===== src/rtl/la_capture_pkg.sv =====
// rtl/la_capture_pkg.sv - shared states, word layout and bookkeeping flags for the capture sequencer
package la_capture_pkg;

    localparam int REP_W_DEF  = 8;
    localparam int DATA_W_DEF = 16;

    // Memory word is {rep_count, sample}; the sample field sits at bit 0.
    localparam int SAMPLE_LSB = 0;

    typedef logic [2:0] state_t;
    localparam state_t ST_IDLE = 3'd0;
    localparam state_t ST_PRE  = 3'd1;
    localparam state_t ST_POST = 3'd2;
    localparam state_t ST_TAIL = 3'd3;
    localparam state_t ST_DONE = 3'd4;

    // Bit positions inside the rep field of the bookkeeping word.
    localparam int FLAG_NO_PRE  = 0;
    localparam int FLAG_WRAPPED = 1;

endpackage


===== src/rtl/la_rle_packer.sv =====
// rtl/la_rle_packer.sv - run-length packer: open run registers, saturation and flush decision
module la_rle_packer
    import la_capture_pkg::*;
#(
    parameter int DATA_W = DATA_W_DEF,
    parameter int REP_W  = REP_W_DEF
) (
    input  logic                    clk,
    input  logic                    rst,
    input  logic                    clear,
    input  logic                    en,
    input  logic                    force_open,
    input  logic [DATA_W-1:0]       data_in,
    output logic                    flush,
    output logic [REP_W+DATA_W-1:0] flush_word
);

    localparam logic [REP_W-1:0] CNT_MAX = '1;

    logic [DATA_W-1:0] cur_data;
    logic [REP_W-1:0]  cur_cnt;
    logic              extend;

    assign extend     = (cur_cnt != '0) && (data_in == cur_data) &&
                        (cur_cnt != CNT_MAX) && !force_open;
    assign flush      = en && (cur_cnt != '0) && !extend;
    assign flush_word = {cur_cnt, cur_data};

    always_ff @(posedge clk) begin
        if (rst || clear) begin
            cur_data <= '0;
            cur_cnt  <= '0;
        end else if (en) begin
            if (extend) begin
                cur_cnt <= cur_cnt + REP_W'(1);
            end else begin
                cur_data <= data_in;
                cur_cnt  <= REP_W'(1);
            end
        end
    end

endmodule


===== src/rtl/la_capture_ctrl.sv =====
// rtl/la_capture_ctrl.sv - logic-analyzer capture sequencer: trigger FSM, pre ring, post fill, bookkeeping word
module la_capture_ctrl
    import la_capture_pkg::*;
#(
    parameter int DATA_W    = DATA_W_DEF,
    parameter int REP_W     = REP_W_DEF,
    parameter int ADDR_W    = 6,
    parameter int MEM_DEPTH = 64,
    parameter int PRE_TRIG  = 8
) (
    input  logic                    clk,
    input  logic                    rst,
    input  logic                    arm,
    input  logic [DATA_W-1:0]       data_in,
    input  logic [DATA_W-1:0]       trig_value,
    input  logic [DATA_W-1:0]       trig_mask,
    output logic                    mem_we,
    output logic [ADDR_W-1:0]       mem_addr,
    output logic [REP_W+DATA_W-1:0] mem_wdata,
    output logic                    busy,
    output logic                    triggered,
    output logic                    done
);

    localparam logic [ADDR_W-1:0] PRE_LAST   = ADDR_W'(PRE_TRIG - 1);
    localparam logic [ADDR_W-1:0] POST_FIRST = ADDR_W'(PRE_TRIG);
    localparam logic [ADDR_W-1:0] POST_LAST  = ADDR_W'(MEM_DEPTH - 2);
    localparam logic [ADDR_W-1:0] TAIL_ADDR  = ADDR_W'(MEM_DEPTH - 1);

    state_t                  state;
    logic [ADDR_W-1:0]       pre_ptr;
    logic [ADDR_W-1:0]       post_ptr;
    logic [ADDR_W-1:0]       last_pre;
    logic                    pre_wrapped;
    logic                    pre_any;

    logic                    hit;
    logic                    start;
    logic                    pk_en;
    logic                    pk_flush;
    logic [REP_W+DATA_W-1:0] pk_word;
    logic [REP_W-1:0]        bk_rep;

    assign hit   = ((data_in ^ trig_value) & trig_mask) == '0;
    assign start = arm && ((state == ST_IDLE) || (state == ST_DONE));
    assign pk_en = (state == ST_PRE) || (state == ST_POST);

    always_comb begin
        bk_rep               = '0;
        bk_rep[FLAG_WRAPPED] = pre_wrapped;
        bk_rep[FLAG_NO_PRE]  = ~pre_any;
    end

    // The trigger sample always starts a fresh run so it is never merged into pre data.
    la_rle_packer #(
        .DATA_W (DATA_W),
        .REP_W  (REP_W)
    ) u_packer (
        .clk        (clk),
        .rst        (rst),
        .clear      (start),
        .en         (pk_en),
        .force_open ((state == ST_PRE) && hit),
        .data_in    (data_in),
        .flush      (pk_flush),
        .flush_word (pk_word)
    );

    always_ff @(posedge clk) begin
        if (rst) begin
            state       <= ST_IDLE;
            mem_we      <= 1'b0;
            mem_addr    <= '0;
            mem_wdata   <= '0;
            busy        <= 1'b0;
            triggered   <= 1'b0;
            done        <= 1'b0;
            pre_ptr     <= '0;
            post_ptr    <= '0;
            last_pre    <= '0;
            pre_wrapped <= 1'b0;
            pre_any     <= 1'b0;
        end else begin
            mem_we <= 1'b0;
            case (state)
                ST_IDLE, ST_DONE: begin
                    if (arm) begin
                        state       <= ST_PRE;
                        busy        <= 1'b1;
                        done        <= 1'b0;
                        triggered   <= 1'b0;
                        pre_ptr     <= '0;
                        post_ptr    <= '0;
                        last_pre    <= '0;
                        pre_wrapped <= 1'b0;
                        pre_any     <= 1'b0;
                    end
                end
                ST_PRE: begin
                    if (pk_flush) begin
                        mem_we    <= 1'b1;
                        mem_addr  <= pre_ptr;
                        mem_wdata <= pk_word;
                        last_pre  <= pre_ptr;
                        pre_any   <= 1'b1;
                        if (pre_ptr == PRE_LAST) begin
                            pre_ptr     <= '0;
                            pre_wrapped <= 1'b1;
                        end else begin
                            pre_ptr <= pre_ptr + ADDR_W'(1);
                        end
                    end
                    if (hit) begin
                        state     <= ST_POST;
                        triggered <= 1'b1;
                        post_ptr  <= POST_FIRST;
                    end
                end
                ST_POST: begin
                    if (pk_flush) begin
                        mem_we    <= 1'b1;
                        mem_addr  <= post_ptr;
                        mem_wdata <= pk_word;
                        post_ptr  <= post_ptr + ADDR_W'(1);
                        if (post_ptr == POST_LAST) begin
                            state <= ST_TAIL;
                        end
                    end
                end
                ST_TAIL: begin
                    mem_we    <= 1'b1;
                    mem_addr  <= TAIL_ADDR;
                    mem_wdata <= {bk_rep, DATA_W'(last_pre)};
                    state     <= ST_DONE;
                    busy      <= 1'b0;
                    done      <= 1'b1;
                end
                default: begin
                    state <= ST_IDLE;
                    busy  <= 1'b0;
                end
            endcase
        end
    end

endmodule


===== config.mk =====
export PLATFORM = sky130hd
export DESIGN_NAME = la_capture_ctrl
export DESIGN_NICKNAME = d
export VERILOG_FILES = /design/src/rtl/la_capture_pkg.sv /design/src/rtl/la_rle_packer.sv /design/src/rtl/la_capture_ctrl.sv
export SDC_FILE = /design/constraint.sdc
export NUM_CORES = 1
export LEC_CHECK = 0
export CORE_MARGIN = 4
export CORE_UTILIZATION = 46
export CTS_CLUSTER_DIAMETER = 80
export CTS_CLUSTER_SIZE = 24
export DETAILED_ROUTE_END_ITERATION = 8
export PLACE_DENSITY = 0.87
export SLEW_MARGIN = 25
export SYNTH_ARGS = -nofsm -noshare
export SYNTH_HDL_FRONTEND = slang
export SYNTH_SLANG_ARGS = --single-unit

===== constraint.sdc =====
create_clock -name clk -period 2.16 [get_ports clk]
set_clock_uncertainty 0.05 [all_clocks]
set_input_delay 0.324 -clock clk [delete_from_list [all_inputs] [get_ports clk]]
set_output_delay 0.324 -clock clk [all_outputs]
set_load 0.005 [all_outputs]

==> flow_summary.yaml, run 1 <==
grt:
  grt_overflow_total: 0
  grt_pass1_wl_mm: 21.8
  grt_usage_pct: 27.7
  antenna_found_initial: 0
  grt_max_degree: 35
  grt_pass1_vias: 4281
synth:
  synth_seq_area_share_pct: 41.1
  synth_flop_cell: "dfxtp_1"
  yosys_register_bits: 81
  yosysUniqueCellTypes: 57
  synth_area_sq_um: 3940
  synth_cells: 453
  synth_edf_count: 0
  syn_nets: 509
  synth_warnings: 0
  synthArstFlopShare_pct: 0
  avgSynthCellArea_sq_um: 8.70
drt:
  drc_errors: 0
  wl_met2_mm: 8.45
  top_layer: "met4"
  wirelength_mm: 17.2
  post_drt_wl_per_cell_microns: 24.3
  drtIter0Drc: 529
  avgViaCountPerCell: 6.48
  wl_met1_mm: 5.85
  vias: 4584
  firstDrtPassIters: 5
  wl_met3_mm: 1.38
  ant_nets: 0
finish:
  layout-drive-gt1-share_pct: 36.9
  post-route-cell-area_sq_um: 6450
  fin_cells: 707
  finalNetCount: 653
  final_cell_mix: "dfxtp_1, clkdlybuf4s50_1, nor2_1, buf_4, nand2_1"
  n_antenna_cell: 0
  final_common_cell: "dfxtp_1"
  synthToLayoutAreaGrowth_pct: 63.6
critical_path:
  path_class: "flip-flop to flip-flop"
  worst-path-max-fanout: 6
  crit_path_start_kind: "flip-flop"
  arrival_ps: 2690
  worstPathRequired_ps: 2370
  worstSetupEndpointType: "flip-flop"
placed_design:
  place_congestion: 0.849
  portBuffers: 84
  post_dp_cell_area_sq_um: 5200
  hpwl_mm: 8.45
  dp_cells: 661
power_and_ir_drop:
  power.leakage_nw: 2.51
  p_per_area_nw_per_um2: 596
  max-vdd-ir-drop_uv: 379
cts:
  clockBufferDepth: 2
  cts_tree: "built"
  ctsHoldBuffers: 0
  clk_pin_slew_ps: 100
  root_buffer: "clkbuf_8"
  numCtsBuffers: 9
  htreeDepth: 3
  numClockSinks: 81
  clkLatencyLatePin_ps: 380
flow_run:
  timing.max_cap.violations: 0
status:
  violations: "setup timing"
  status: "finished, violations left"
die:
  rows: 33
  core_sq_um: 8260
  io_pins: 85
  chipHeight_microns: 101
  start_util_pct: 47.7
  fp.dieW_microns: 101
  die_area_sq_um: 10100
sta:
  min_period_ps: 2480
  whs_ps: 237
  setup_viol: 76
  hold_viol: 0
  worstMarginPinSlew_ps: 586
  fmax_mhz: 403
  slew_viol_final: 0
  rsz0062_at_grt: "true"
  slew_headroom_pct: 60.6
  fin_setup_tns_ps: -13960
  post-route-period-util_pct: 115
  setup_ws_ps: -322
worst_hold_path:
  holdCritPathClass: "input pin to flip-flop"
[power breakdown]
part	internal, mW	switching [mW]
logic	0.448	0.482
clock network	0.664	0.652
registers	1.54	0.0591
[cells in the mapped netlist (5+ instances only)]
master      n  area [sq um]
xnor2_1    18           158
nand4_1     8          50.1
a2111oi_2   8           120
nor3_1      5          25.0
a31oi_1    12          75.1
xor2_1     19           166
nand2b_1    7          43.8
a41oi_1     6          52.6
clkbuf_1   14          52.6
nor2b_1     6          37.5
nor2_1     53           199
a22oi_1     8          60.1
nand3_1    33           165
ha_1        5          62.6
buf_2       6          30.0
nand2_1    48           180
a21oi_1    25           125
o21ai_0    25           125
mux2i_1    16           160
dfxtp_1    81          1620
[timing repair]
| action | in CTS | in global routing |
|---|---|---|
| endpoints found under the hold margin | 0 | 0 |
| pin swaps | 42 | 54 |
| buffers inserted | 17 | 10 |
| gates resized for setup | 98 | 127 |
| gates cloned | 3 | 1 |
| setup endpoints to repair | 75 | 75 |
[path summary, 6_finish.rpt]
path	from	endpoint	slack [ps]	depth (start not counted)
min reg2reg	mem_addr[1]	mem_addr[1]	440	2
max reg2reg	u_packer.cur_data[14]	mem_wdata[8]	-320	10
min	data_in[1]	u_packer.cur_data[1]	240	3
max	u_packer.cur_data[14]	mem_wdata[8]	-320	10
[per-layer routing]
layer  up-vias  global-route usage (%)
met1      2152                    29.0
met3       141                    5.61
met2       382                    49.6
met5         -                       0
met4         0                    18.7
li1       1909                       -
[registers in the layout, summed over array words and instances, names as in the netlist]
| signal | flops |
|---|---|
| busy | 1 |
| done | 1 |
| last_pre | 6 |
| mem_addr | 6 |
| mem_wdata | 24 |
| mem_we | 1 |
| post_ptr | 6 |
| pre_any | 1 |
| pre_ptr | 6 |
| pre_wrapped | 1 |
| state | 3 |
| triggered | 1 |
| u_packer.cur_cnt | 8 |
| u_packer.cur_data | 16 |
[cell families after synthesis]
| family | share of synthesized area [%] |
|---|---|
| compound gates | 18.8 |
| xor+xnor | 8.22 |
| fa+ha+maj | 1.59 |
| buf+inv | 3.65 |
| flops | 41.1 |
| mux | 4.06 |
| simple gates | 22.6 |
[worst max-delay path: stages (launching register included)]
cell and delay, ps:
dfxtp_1 340, xnor2_1 250, nand4_1 220, nor4_4 400, o21ai_4 130, a22oi_4 270
buf_12 160, buf_12 110, buf_12 110, mux2i_1 230, nor2_1 90
[stage by stage]
| stage | util (%) | power, mW | setup slack (ps) |
|---|---|---|---|
| after CTS | 71.7 | 3.60 | -43.2 |
| after floorplan | - | 1.91 | 9.61 |
| after global routing | 78.1 | 3.92 | -350 |
| final | 78.1 | 3.85 | -322 |
| after detailed placement | 63.0 | 2.20 | -709 |
| after global placement | 63.0 | 2.18 | -522 |
[area by class of cell]
| cell class | count | area (sq um) |
|---|---|---|
| Multi-Input combinational cell | 342 | 2790 |
| Fill cell | 409 | 1810 |
| Sequential cell | 81 | 1660 |
| Timing Repair Buffer | 159 | 1630 |
| Tap cell | 105 | 131 |
| Clock buffer | 9 | 124 |
| Clock inverter | 7 | 103 |
| Inverter | 4 | 17.5 |
No activity file was read; power rests on OpenSTA's default activity.
==> run 2, diff against run 1 <==
CORE_ASPECT_RATIO = 0.7   (was default)
SKIP_CTS_REPAIR_TIMING = 1   (was default)
==> run 2 against run 1 <==
- the flow still finishes with violations (setup timing)
- maximum frequency up 0.33%
- core utilization up 2.5 points
- clock power up 38%
- critical path type unchanged
- critical endpoint is now u_packer.cur_cnt[1]
==> flow_summary.yaml, run 2 (synthesized netlist as in run 1, its figures left out) <==
critical_path:
  arrival_ps: 2690
  worstPathRequired_ps: 2380
  crit_path_start_kind: "flip-flop"
  slowest_stage: "nor3_2"
  r2r_end: "u_packer.cur_cnt[1]"
  crit_end: "u_packer.cur_cnt[1]"
  r2r_cells: 9
  regToRegStartpoint: "u_packer.cur_data[12]"
  ff2ff_setup_slack_ps: -310
  cp_cell_sequence: "xnor2_1 > nand4_1 > nor4_4 > o21ai_4 > buf_6 > buf_6 > nor3_2 > nand3_1 > a21oi_1"
  path_class: "flip-flop to flip-flop"
  slowest_delay_ps: 370
  crit_path_start: "u_packer.cur_data[12]"
  worstSetupEndpointType: "flip-flop"
  worst-path-max-fanout: 3
  cpMostUsedCell: "buf_6"
power_and_ir_drop:
  power_mw: 4.31
  p_per_area_nw_per_um2: 659
  power.leakage_nw: 2.75
  max-vdd-ir-drop_uv: 408
worst_hold_path:
  holdCritPathClass: "input pin to flip-flop"
sta:
  post-route-period-util_pct: 115
  min_period_ps: 2470
  rsz0062_at_grt: "true"
  slew_headroom_pct: 57.0
  worstMarginPinSlew_ps: 641
  setup_viol: 75
  setup_ws_ps: -314
  slew_viol_final: 0
  fmax_mhz: 404
  hold_viol: 0
finish:
  largest_reg_flops: 24
  final_cell_mix: "dfxtp_1, clkdlybuf4s50_1, nor2_1"
  final_common_cell: "dfxtp_1"
  finalNetCount: 653
  n_antenna_cell: 0
  top_regs: "mem_wdata: 24 flops, u_packer.cur_data: 16 flops, u_packer.cur_cnt: 8 flops"
  synthToLayoutAreaGrowth_pct: 65.9
  largest_register: "mem_wdata"
  post-route-util_pct: 80.7
  layout-drive-gt1-share_pct: 32.1
grt:
  grt_max_degree: 35
  antenna_found_initial: 0
  grt_usage_pct: 24.3
  grt_overflow_total: 0
  grt_pass1_vias: 3938
  grt_pass1_wl_mm: 19.7
cts:
  root_buffer: "clkbuf_16"
  clockBufferDepth: 2
  clk_pin_slew_ps: 70
  numClockSinks: 81
  cts_tree: "built"
  clkLatencyLatePin_ps: 360
  numCtsBuffers: 9
  htreeDepth: 3
drt:
  vias: 4543
  post_drt_wl_per_cell_microns: 24.8
  avgViaCountPerCell: 6.46
  drtIter0Drc: 554
  ant_nets: 0
  wirelength_mm: 17.4
  firstDrtPassIters: 5
  drc_errors: 0
placed_design:
  hpwl_mm: 8.70
  portBuffers: 84
  place_congestion: 0.884
die:
  die_area_sq_um: 10100
  fp.dieW_microns: 119
  core_sq_um: 8110
  rows: 27
  chipHeight_microns: 85.5
  start_util_pct: 48.6
  io_pins: 85
status:
  violations: "setup timing"
  status: "finished, violations left"
flow_run:
  timing.max_cap.violations: 0
-- run 2: critical path: cells and delay by family (launching register included) --
family                    cells  cell delay [ps]
xor gates and xnor gates      1              330
AOI/OAI and AO/OA             2              350
buffers and inverters         2              260
DFF                           1              360
and+or+nand+nor               4             1030
-- run 2: worst min path at each step --
stage / start / end / cells after the start
finish: data_in[4] / u_packer.cur_data[4] / 3
global route: data_in[4] / u_packer.cur_data[4] / 3
CTS: pre_wrapped / pre_wrapped / 2
detailed placement: pre_wrapped / pre_wrapped / 2
global placement: pre_wrapped / pre_wrapped / 2
floorplan: pre_wrapped / pre_wrapped / 2
-- run 2: area by class of cell --
type                       count  area (sq um)
multi-input combinational    342          2670
clock buffer                   9           225
tap                          101           126
inverter                       4          15.0
sequential                    81          1640
fill                         407          1570
clock inverter                 7           119
timing repair buffer         159          1740
-- run 2: where the power goes --
group	switching, mW	internal (mW)	leakage [nW]
registers	0.0523	1.54	0.662
clock network	0.688	1.13	0.162
logic	0.461	0.435	1.92
total	1.20	3.11	2.75
-- run 2: routing by layer --
| metal | wire length, microns | global-route usage [%] |
|---|---|---|
| met1 | 6400 | 29.9 |
| met2 | 8310 | 41.3 |
| met3 | 1600 | 6.73 |
| met4 | 1140 | 7.89 |
| met5 | 0 | 0 |
-- run 2: per-stage QoR --
stage / hold WS (ps) / instances / setup TNS (ps) / setup slack (ps) / cell area [sq um]
3_3_place_gp: 392 / 664 / -32770 / -498 / 5260
6_report: 256 / 703 / -11110 / -314 / 6540
4_1_cts: 411 / 680 / -11560 / -306 / 5610
5_1_grt: 254 / 703 / -11310 / -344 / 6540
3_5_place_dp: 401 / 664 / -38500 / -618 / 5260
2_1_floorplan: 376 / 453 / 0 / 9.61 / 3940
